[src/rtl/leds_display_pkg.sv]
// Shared definitions for the memory-mapped LED / seven-segment output peripheral.
package leds_display_pkg;

   // Bus addresses of the three peripheral registers
   localparam logic [31:0] LED_ADDR  = 32'h7000_0010;
   localparam logic [31:0] HEX_ADDR  = 32'h7000_0014;
   localparam logic [31:0] CTRL_ADDR = 32'h7000_0018;

   // Only these bits are stored on a write; everything else reads back as 0
   localparam logic [31:0] LED_MASK  = 32'h0000_03FF;
   localparam logic [31:0] HEX_MASK  = 32'h000F_FFFF;
   localparam logic [31:0] CTRL_MASK = 32'h0000_01FF;

   // CTRL layout: [3:0] bright, [4] disp_en, [8:5] digit_mask
   localparam int CTRL_BRIGHT_LSB  = 0;
   localparam int CTRL_DISP_EN_BIT = 4;
   localparam int CTRL_DMASK_LSB   = 5;

   // Full brightness, display enabled, all four digits enabled
   localparam logic [31:0] CTRL_RESET = 32'h0000_01FF;

   // Offset of the per-digit decimal-point bits inside HEX
   localparam int HEX_DP_LSB = 16;

endpackage

[src/rtl/leds_display_hex_to_7seg.sv]
// Hex nibble to seven-segment pattern, active-high, bit order {g,f,e,d,c,b,a}.
module hex_to_7seg (
   input  logic [3:0] nibble,
   output logic [6:0] segments
);

   // Pure lookup of the glyph for each hex digit (lower-case b and d)
   always_comb begin
      segments = 7'h00;
      case (nibble)
         4'h0: segments = 7'h3F;
         4'h1: segments = 7'h06;
         4'h2: segments = 7'h5B;
         4'h3: segments = 7'h4F;
         4'h4: segments = 7'h66;
         4'h5: segments = 7'h6D;
         4'h6: segments = 7'h7D;
         4'h7: segments = 7'h07;
         4'h8: segments = 7'h7F;
         4'h9: segments = 7'h6F;
         4'hA: segments = 7'h77;
         4'hB: segments = 7'h7C;
         4'hC: segments = 7'h39;
         4'hD: segments = 7'h5E;
         4'hE: segments = 7'h79;
         4'hF: segments = 7'h71;
         default: segments = 7'h00;
      endcase
   end

endmodule

[src/rtl/leds_display.sv]
// CPU-writable LED bank and 4-digit multiplexed common-anode display with PWM dimming.
module leds_display
   import leds_display_pkg::*;
#(
   parameter int SCAN_DIV = 50000,
   parameter int PWM_BITS = 4
) (
   input  logic        clk_i,
   input  logic        rst_i,
   input  logic        en_i,
   input  logic        we_i,
   input  logic [31:0] addr_i,
   input  logic [31:0] wdata_i,
   output logic [31:0] rdata_o,
   output logic [9:0]  led_o,
   output logic [7:0]  seg_no,
   output logic [3:0]  an_no
);

   localparam int PRESC_W = $clog2(SCAN_DIV);
   localparam logic [PRESC_W-1:0] PRESC_LAST = PRESC_W'(SCAN_DIV - 1);

   logic [31:0]         led_reg;
   logic [31:0]         hex_reg;
   logic [31:0]         ctrl_reg;
   logic [PRESC_W-1:0]  presc;
   logic [1:0]          digit_idx;
   logic [PWM_BITS-1:0] pwm_cnt;
   logic                rd_en_q;
   logic [31:0]         rd_addr_q;

   logic                wr_led;
   logic                wr_hex;
   logic                wr_ctrl;
   logic [PWM_BITS-1:0] bright;
   logic                disp_en;
   logic [3:0]          digit_mask;
   logic [3:0]          dp_bits;
   logic [3:0]          cur_nibble;
   logic [6:0]          cur_glyph;
   logic                pwm_on;
   logic                digit_on;

   assign wr_led  = en_i & we_i & (addr_i == LED_ADDR);
   assign wr_hex  = en_i & we_i & (addr_i == HEX_ADDR);
   assign wr_ctrl = en_i & we_i & (addr_i == CTRL_ADDR);

   assign bright     = ctrl_reg[CTRL_BRIGHT_LSB +: PWM_BITS];
   assign disp_en    = ctrl_reg[CTRL_DISP_EN_BIT];
   assign digit_mask = ctrl_reg[CTRL_DMASK_LSB +: 4];
   assign dp_bits    = hex_reg[HEX_DP_LSB +: 4];
   assign cur_nibble = hex_reg[4*digit_idx +: 4];

   assign pwm_on   = (pwm_cnt <= bright);
   assign digit_on = disp_en & digit_mask[digit_idx] & pwm_on;

   hex_to_7seg u_hex_to_7seg (
      .nibble   (cur_nibble),
      .segments (cur_glyph)
   );

   // Register file: masked writes to whichever register the bus addresses
   always_ff @(posedge clk_i or posedge rst_i) begin
      if (rst_i) begin
         led_reg  <= '0;
         hex_reg  <= '0;
         ctrl_reg <= CTRL_RESET;
      end else begin
         if (wr_led)  led_reg  <= wdata_i & LED_MASK;
         if (wr_hex)  hex_reg  <= wdata_i & HEX_MASK;
         if (wr_ctrl) ctrl_reg <= wdata_i & CTRL_MASK;
      end
   end

   // Digit scan: a CTRL write restarts the scan at digit 0, even on a wrap edge
   always_ff @(posedge clk_i or posedge rst_i) begin
      if (rst_i) begin
         presc     <= '0;
         digit_idx <= '0;
      end else if (wr_ctrl) begin
         presc     <= '0;
         digit_idx <= '0;
      end else if (presc == PRESC_LAST) begin
         presc     <= '0;
         digit_idx <= digit_idx + 2'd1;
      end else begin
         presc     <= presc + 1'b1;
      end
   end

   // Free-running PWM phase counter shared by LEDs and display
   always_ff @(posedge clk_i or posedge rst_i) begin
      if (rst_i) pwm_cnt <= '0;
      else       pwm_cnt <= pwm_cnt + 1'b1;
   end

   // Capture the bus request so read data appears one cycle later
   always_ff @(posedge clk_i or posedge rst_i) begin
      if (rst_i) begin
         rd_en_q   <= 1'b0;
         rd_addr_q <= '0;
      end else begin
         rd_en_q   <= en_i;
         rd_addr_q <= addr_i;
      end
   end

   // Read mux on the captured request; unknown addresses and idle cycles return 0
   always_comb begin
      rdata_o = '0;
      if (rd_en_q) begin
         case (rd_addr_q)
            LED_ADDR:  rdata_o = led_reg;
            HEX_ADDR:  rdata_o = hex_reg;
            CTRL_ADDR: rdata_o = ctrl_reg;
            default:   rdata_o = '0;
         endcase
      end
   end

   // Registered pin drivers so the outputs are glitch-free
   always_ff @(posedge clk_i or posedge rst_i) begin
      if (rst_i) begin
         led_o  <= '0;
         seg_no <= 8'hFF;
         an_no  <= 4'hF;
      end else begin
         led_o  <= pwm_on ? led_reg[9:0] : 10'd0;
         an_no  <= digit_on ? ~(4'b0001 << digit_idx) : 4'hF;
         seg_no <= digit_on ? ~{dp_bits[digit_idx], cur_glyph} : 8'hFF;
      end
   end

endmodule

[config.mk]
export PLATFORM = sky130hd
export DESIGN_NAME = leds_display
export DESIGN_NICKNAME = d
export VERILOG_FILES = /design/src/rtl/leds_display_pkg.sv /design/src/rtl/leds_display_hex_to_7seg.sv /design/src/rtl/leds_display.sv
export SDC_FILE = /design/constraint.sdc
export NUM_CORES = 1
export LEC_CHECK = 0
export CAP_MARGIN = 20
export CORE_UTILIZATION = 50
export DETAILED_ROUTE_END_ITERATION = 6
export GPL_TIMING_DRIVEN = 0
export PLACE_DENSITY = 0.85
export SETUP_SLACK_MARGIN = 0.5
export SKIP_LAST_GASP = 1
export SLEW_MARGIN = 20
export SYNTH_ARGS = -nofsm -noshare
export SYNTH_HDL_FRONTEND = slang
export SYNTH_SLANG_ARGS = --single-unit
[constraint.sdc]
create_clock -name clk_i -period 10.95 [get_ports clk_i]
set_clock_uncertainty 0.2 [all_clocks]
set_input_delay 2.19 -clock clk_i [delete_from_list [all_inputs] [get_ports clk_i]]
set_output_delay 2.19 -clock clk_i [all_outputs]
set_load 0.02 [all_outputs]
==> results.cfg, run 1 <==
[run_status]
outcome = completed

[finish]
max_reg_flops = 32
fraction_of_layout_instances_using_a_drive_strength_above_1_pct = 23.4
instances_no_fill = 691
final_net_count = 626
final_core_utilization_pct = 68.4
antennaDiodeCount = 0
fillCellCount = 743
synthToLayoutAreaGrowth_pct = 33.3

[timing]
max_frequency_ghz = 0.177
setup_total_negative_slack_ns = 0
setup_viol_count_final = 0
final_max_slew_viol_count = 0
final_count_of_hold_timing_violations = 0
rsz0062_at_grt = false
slew_hr_pct = 35.0
period_minus_slack_ns = 5.63
worstMarginPinSlew_ns = 0.968
setup_slack_ns = 5.32
final.period_utilization_pct = 51.5

[route]
routed-via-count = 3758
drt-vias-per-instance = 5.44
avgRoutedWirePerCell_um = 17.2
number_of_drc_violations_after_detailed_routing = 0
drt-pass1-iter-count = 4
ant_nets = 0
postRouteWirelength_um = 11900
drc_violation_total_after_the_first_tritonroute_iteration = 221

[grt]
grt_first_pass_wirelength_um = 19600
pin_count_of_the_biggest_net_entering_global_routing = 79
first_global_vias = 3977
grt_antenna_before_repair = 0
grt_util_all_layers_pct = 23.9
grt_overflow = 0

[synthesis]
synth.yosys.seq_area_share_pct = 55.6
yosys_register_bits = 116
synth_edf_count = 0
post_synth_num_cell_types = 48
dominantRegCellSynth = dfrtp_1
synth_warnings = 0
synthArstFlopShare_pct = 100
cell_area_after_synthesis_mm2 = 0.00527
post_synth_inst_count = 413
synth_area_per_cell_um2 = 12.8

[clock_tree]
clock_latency_ns = 0.53
cts_tree = yes
post-cts-setup-buffer-count = 0
cts_buffers = 17
clock_transition_at_the_registers_of_the_reported_paths_ns = 0.06
cts_hold_buffers = 0
postCtsResizedCells = 0
cts.path.max_buffers = 2
h-tree-depth = 4
clock_sinks = 116
buffer_type_at_the_clock_tree_root = clkbuf_8

[critical_path]
critical_path_class = reg2out
crit_fanout = 9
crit_path_cell_trace = nor4b_1 -> nand4_1 -> nor3_1 -> and2_1 -> clkdlybuf4s50_1
endpoint_kind = output pin
arrival_ns = 3.24
worst_setup_start_kind = flop
worst_path_largest_cell_delay_ns = 0.84
timing.critical_path.max_delay_family = simple AND/OR/NAND/NOR gates
critical-path-slowest-cell = nor3_1
worstPathRequired_ns = 8.56
timing.critical_path.buf_inv = 1

[min_path]
min_path_type = reg2reg

[die]
design.portCount = 122
die_h_um = 105
initial_utilization_pct = 51.3
core_mm2 = 0.0103
row_count = 37
die_x_um = 105
die_area_mm2 = 0.0110

[place]
place.port_buffers = 97
sum_of_net_half_perimeters_after_detailed_placement_um = 8270
placed_cells = 659
dp_worst_setup_slack_ns = 5.87
gp_congestion = 0.876

[power]
finalPower_uw = 969
power.leakage_uw = 0.00301
power.ir.vdd_worst_mv = 0.109
powerDensity_mw_per_mm2 = 138

[job]
max-cap-violations = 0
-- worst register-to-register path: cells and delay by family (launching register included) --
| family | cells | cell delay [ns] |
|---|---|---|
| compound gates | 2 | 0.58 |
| fa+ha+maj | 1 | 0.30 |
| flops | 1 | 0.51 |
| mux | 1 | 0.63 |
| buf+inv | 2 | 0.52 |
-- report_power, final --
group | internal, uW | total [uW] | switching, uW
Sequential | 436 | 438 | 2.10
Clock | 290 | 485 | 195
Combinational | 24.0 | 45.8 | 21.8
-- kinds of logic after synthesis --
logic type | synth area share (%)
compound gates | 3.49
buf+inv | 4.30
xor+xnor | 2.99
fa+ha+maj | 3.80
other cells | 0.0711
mux | 14.2
simple gates | 15.6
flops | 55.6
-- cells in the final DEF (no fill, tap or decap), types with 7 or more instances in the layout --
| master | count |
|---|---|
| nand2_1 | 22 |
| nor3_1 | 19 |
| nor4_1 | 9 |
| buf_4 | 14 |
| conb_1 | 12 |
| o21ai_0 | 12 |
| mux2i_1 | 15 |
| nor2b_1 | 12 |
| mux2_2 | 39 |
| dfstp_2 | 21 |
| clkbuf_1 | 8 |
| nand3_1 | 8 |
| clkdlybuf4s50_1 | 97 |
| nand4_1 | 7 |
| xnor2_1 | 13 |
| dfrtp_1 | 95 |
| and2_1 | 19 |
| inv_1 | 16 |
| clkbuf_16 | 16 |
| ha_1 | 16 |
-- synthesized netlist by cell type (4+ instances only) --
library cell,count,area share [%]
dfrtp_1,95,45
clkbuf_1,5,0.36
mux2i_1,15,2.8
inv_1,17,1.2
and2_1,19,2.3
o21ai_0,12,1.1
nor2_1,6,0.43
nor2b_1,12,1.4
nand4_1,7,0.83
dfstp_2,21,10
o221ai_1,4,0.66
xor2_1,5,0.83
buf_4,14,2.0
xnor2_1,13,2.2
mux2_2,39,8.3
nor4b_1,4,0.66
nor3_1,19,1.8
nand3_1,8,0.76
mux4_2,6,2.6
ha_1,16,3.8
nor4bb_1,4,0.76
buf_2,4,0.38
nand2_1,22,1.6
nor4_1,10,1.2
-- final cells by class --
| class | count | area (um^2) | area share, % |
|---|---|---|---|
| Sequential cell | 116 | 2930 | 41.7 |
| Multi-Input combinational cell | 265 | 2160 | 30.8 |
| Timing Repair Buffer | 99 | 1000 | 14.3 |
| Clock buffer | 22 | 453 | 6.44 |
| Tap cell | 136 | 170 | 2.42 |
| Buffer | 26 | 163 | 2.31 |
| Clock inverter | 10 | 77.6 | 1.10 |
| Inverter | 17 | 68.8 | 0.979 |
-- per-layer routing --
layer / global-route usage, % / vias up / wire length (um)
li1: - / 1710 / -
met1: 27.5 / 1867 / 4600
met2: 40.4 / 159 / 6180
met3: 7.55 / 22 / 902
met4: 11.6 / 0 / 225
met5: 0 / - / 0
-- through the flow --
| step | cell area, um^2 | hold WS, ns |
|---|---|---|
| after global routing | 7030 | 0.312 |
| after CTS | 7030 | 0.289 |
| after detailed placement | 6500 | 0.277 |
| after floorplan | 5310 | 0.240 |
| after global placement | 6450 | 0.261 |
| final | 7030 | 0.287 |
-- final timing paths --
kind / startpoint / to / slack [ns] / cells after the start
min reg2reg: pwm_cnt[3] / pwm_cnt[3] / 0.29 / 1
max reg2reg: digit_idx[1] / seg_no[0] / 8.09 / 6
min: pwm_cnt[3] / pwm_cnt[3] / 0.29 / 1
min in group asynchronous: rst_i / rd_addr_q[5] / 1.82 / 2
max: rd_addr_q[0] / rdata_o[1] / 5.32 / 5
max in group asynchronous: rst_i / ctrl_reg[4] / 8.03 / 3
Note: power is estimated with default switching activity, not from simulation.
==> run 2: changes to the inputs <==
clock period = 5.5 ns   (was 10.95 ns; I/O delays follow)
==> results of run 2 <==
The final DEF is identical to that of run 1. Status: completed.
Among the figures that moved: setup slack after placement 5.87 ns -> 1.51 ns; setup slack after layout 5.32 ns -> 0.956 ns; register-to-register setup slack 8.09 ns -> 2.64 ns; total power 969 uW -> 1930 uW; worst IR drop on VDD 0.109 mV -> 0.218 mV
==> run 3: changes to the inputs <==
CORE_UTILIZATION = 45   (was 50)
PLACE_DENSITY = 0.81   (was 0.85)
clock period = 4.05 ns   (was 5.5 ns; I/O delays follow)
==> results.cfg, run 3 (synthesized netlist as in run 1, its figures left out) <==
[run_status]
outcome = completed

[clock_tree]
cts_buffers = 17
cts_tree = yes
buffer_type_at_the_clock_tree_root = clkbuf_16
clock_latency_ns = 0.41
h-tree-depth = 4
clock_sinks = 116
cts.path.max_buffers = 2
clock_transition_at_the_registers_of_the_reported_paths_ns = 0.05
cts_hold_buffers = 0

[die]
core_mm2 = 0.0114
die_h_um = 110
design.portCount = 122
die_area_mm2 = 0.0122
initial_utilization_pct = 46.2
die_x_um = 110
row_count = 39

[timing]
period_minus_slack_ns = 3.43
final_max_slew_viol_count = 0
max_frequency_ghz = 0.292
worstMarginPinSlew_ns = 0.829
final_count_of_hold_timing_violations = 0
setup_slack_ns = 0.624
rsz0062_at_grt = false
final.period_utilization_pct = 84.6
slew_hr_pct = 44.4
setup_viol_count_final = 0

[power]
switching_share_pct = 20.9
power.ir.vdd_worst_mv = 0.343
power.leakage_uw = 0.00336
finalPower_uw = 2860
seq_power_share_pct = 41.4
combinationalPowerShare_pct = 4.6
power.internal_uw = 2260
powerDensity_mw_per_mm2 = 393
net-switching-power_uw = 598
clock_power_share_pct = 54.0

[critical_path]
worst_setup_start_kind = flop
worst_path_largest_cell_delay_ns = 0.63
worstPathRequired_ns = 3.04
worst_flop_to_flop_path_startpoint = digit_idx[1]
startpoint = rd_addr_q[18]
endpoint_kind = output pin
arrival_ns = 2.42
crit_fanout = 3
crit_path_cell_trace = nor4_1 -> nand4_1 -> buf_4 -> nor3_1 -> and3_1 -> clkdlybuf4s50_1
critical-path-slowest-cell = clkdlybuf4s50_1
critical_path_class = reg2out

[route]
drt-vias-per-instance = 5.27
number_of_drc_violations_after_detailed_routing = 0
ant_nets = 0
routed-via-count = 3718
drc_violation_total_after_the_first_tritonroute_iteration = 213
postRouteWirelength_um = 12000
avgRoutedWirePerCell_um = 17.0
drt-pass1-iter-count = 4

[place]
sum_of_net_half_perimeters_after_detailed_placement_um = 8610
dpl_cell_area_mm2 = 0.00658
placed_cells = 669
place.port_buffers = 97
gp_congestion = 0.821
dp_worst_setup_slack_ns = 0.320

[finish]
synthToLayoutAreaGrowth_pct = 38.1
fraction_of_layout_instances_using_a_drive_strength_above_1_pct = 25.8
final_net_count = 633
antennaDiodeCount = 0
finalInstanceArea_mm2 = 0.00728
max_reg_flops = 32
final_common_cell = dfrtp_1
final_core_utilization_pct = 63.7
instances_no_fill = 705
mostFrequentLayoutCells = dfrtp_1 (95), clkdlybuf4s50_1 (78), mux2_2 (39)
fillCellCount = 877

[min_path]
worstHoldStart = pwm_cnt[0]
min_path_type = reg2reg

[job]
max-cap-violations = 0

[grt]
grt_antenna_before_repair = 0
grt_overflow = 0
first_global_vias = 3992
pin_count_of_the_biggest_net_entering_global_routing = 30
grt_util_all_layers_pct = 21.8
grt_first_pass_wirelength_um = 19600
run 3: cell types whose count changed in the layout (fill, tap and decap cells not counted), moves of 3 or more:
cell             previous run  this run
dlygate4sd2_1               0         9
bufinv_16                   0         3
clkdlybuf4s50_1            97        78
dlymetal6s2s_1              0        10
clkbuf_1                    8         5
buf_4                      14        19
run 3: area by class of cell:
| cell class | instances | area, um^2 | area share [%] |
|---|---|---|---|
| buffer | 26 | 164 | 2.25 |
| clock inverter | 12 | 153 | 2.10 |
| inverter | 17 | 67.6 | 0.928 |
| tap | 143 | 179 | 2.46 |
| clock buffer | 20 | 467 | 6.41 |
| sequential | 116 | 2930 | 40.2 |
| timing repair buffer | 106 | 1120 | 15.4 |
| multi-input combinational | 265 | 2200 | 30.3 |
run 3: worst paths after layout:
path	slack (ns)	endpoint	cells after the start
setup / recovery	0.62	rdata_o[9]	6
hold / removal	0.29	pwm_cnt[0]	1
setup reg to reg	1.30	seg_no[0]	6
hold reg to reg	0.29	pwm_cnt[0]	1
max in group asynchronous	2.13	seg_no[7]	5
min in group asynchronous	0.57	rd_addr_q[31]	2
run 3: stage by stage:
stage,setup TNS (ns),hold slack [ns]
final,0,0.291
after global routing,0,0.320
after CTS,0,0.288
after detailed placement,0,0.275
after global placement,-2.38,0.258
after floorplan,0,0.240
run 3: power by group through the flow:
stage,clock network (uW),logic [uW],registers [uW]
6_report,1550,132,1180
3_3_place_gp,0,119,1200
5_1_grt,1630,146,1190
2_1_floorplan,0,48.0,1200
4_1_cts,1570,134,1180
3_5_place_dp,0,133,1200
run 3: worst max-delay path: cells and delay by family (launching register included):
family,cells,cell delay (ns)
DFF,1,0.36
buffers and inverters,2,0.81
and+or+nand+nor,4,0.84
run 3: timing repair:
action | 4_1_cts | 5_1_grt
pin swaps | 4 | 0
endpoints found under the setup margin | 19 | 11
buffers inserted | 4 | 0
gates resized for setup | 14 | 12
run 3: routing by layer:
metal | GRT usage, % | vias to the layer above | share of wire, % | wire length (um)
met5 | 0 | - | 0 | 0
met3 | 6.53 | 25 | 6.2 | 739
met4 | 8.74 | 0 | 2.6 | 308
li1 | - | 1722 | - | -
met2 | 37.3 | 129 | 52 | 6170
met1 | 25.8 | 1842 | 40 | 4740
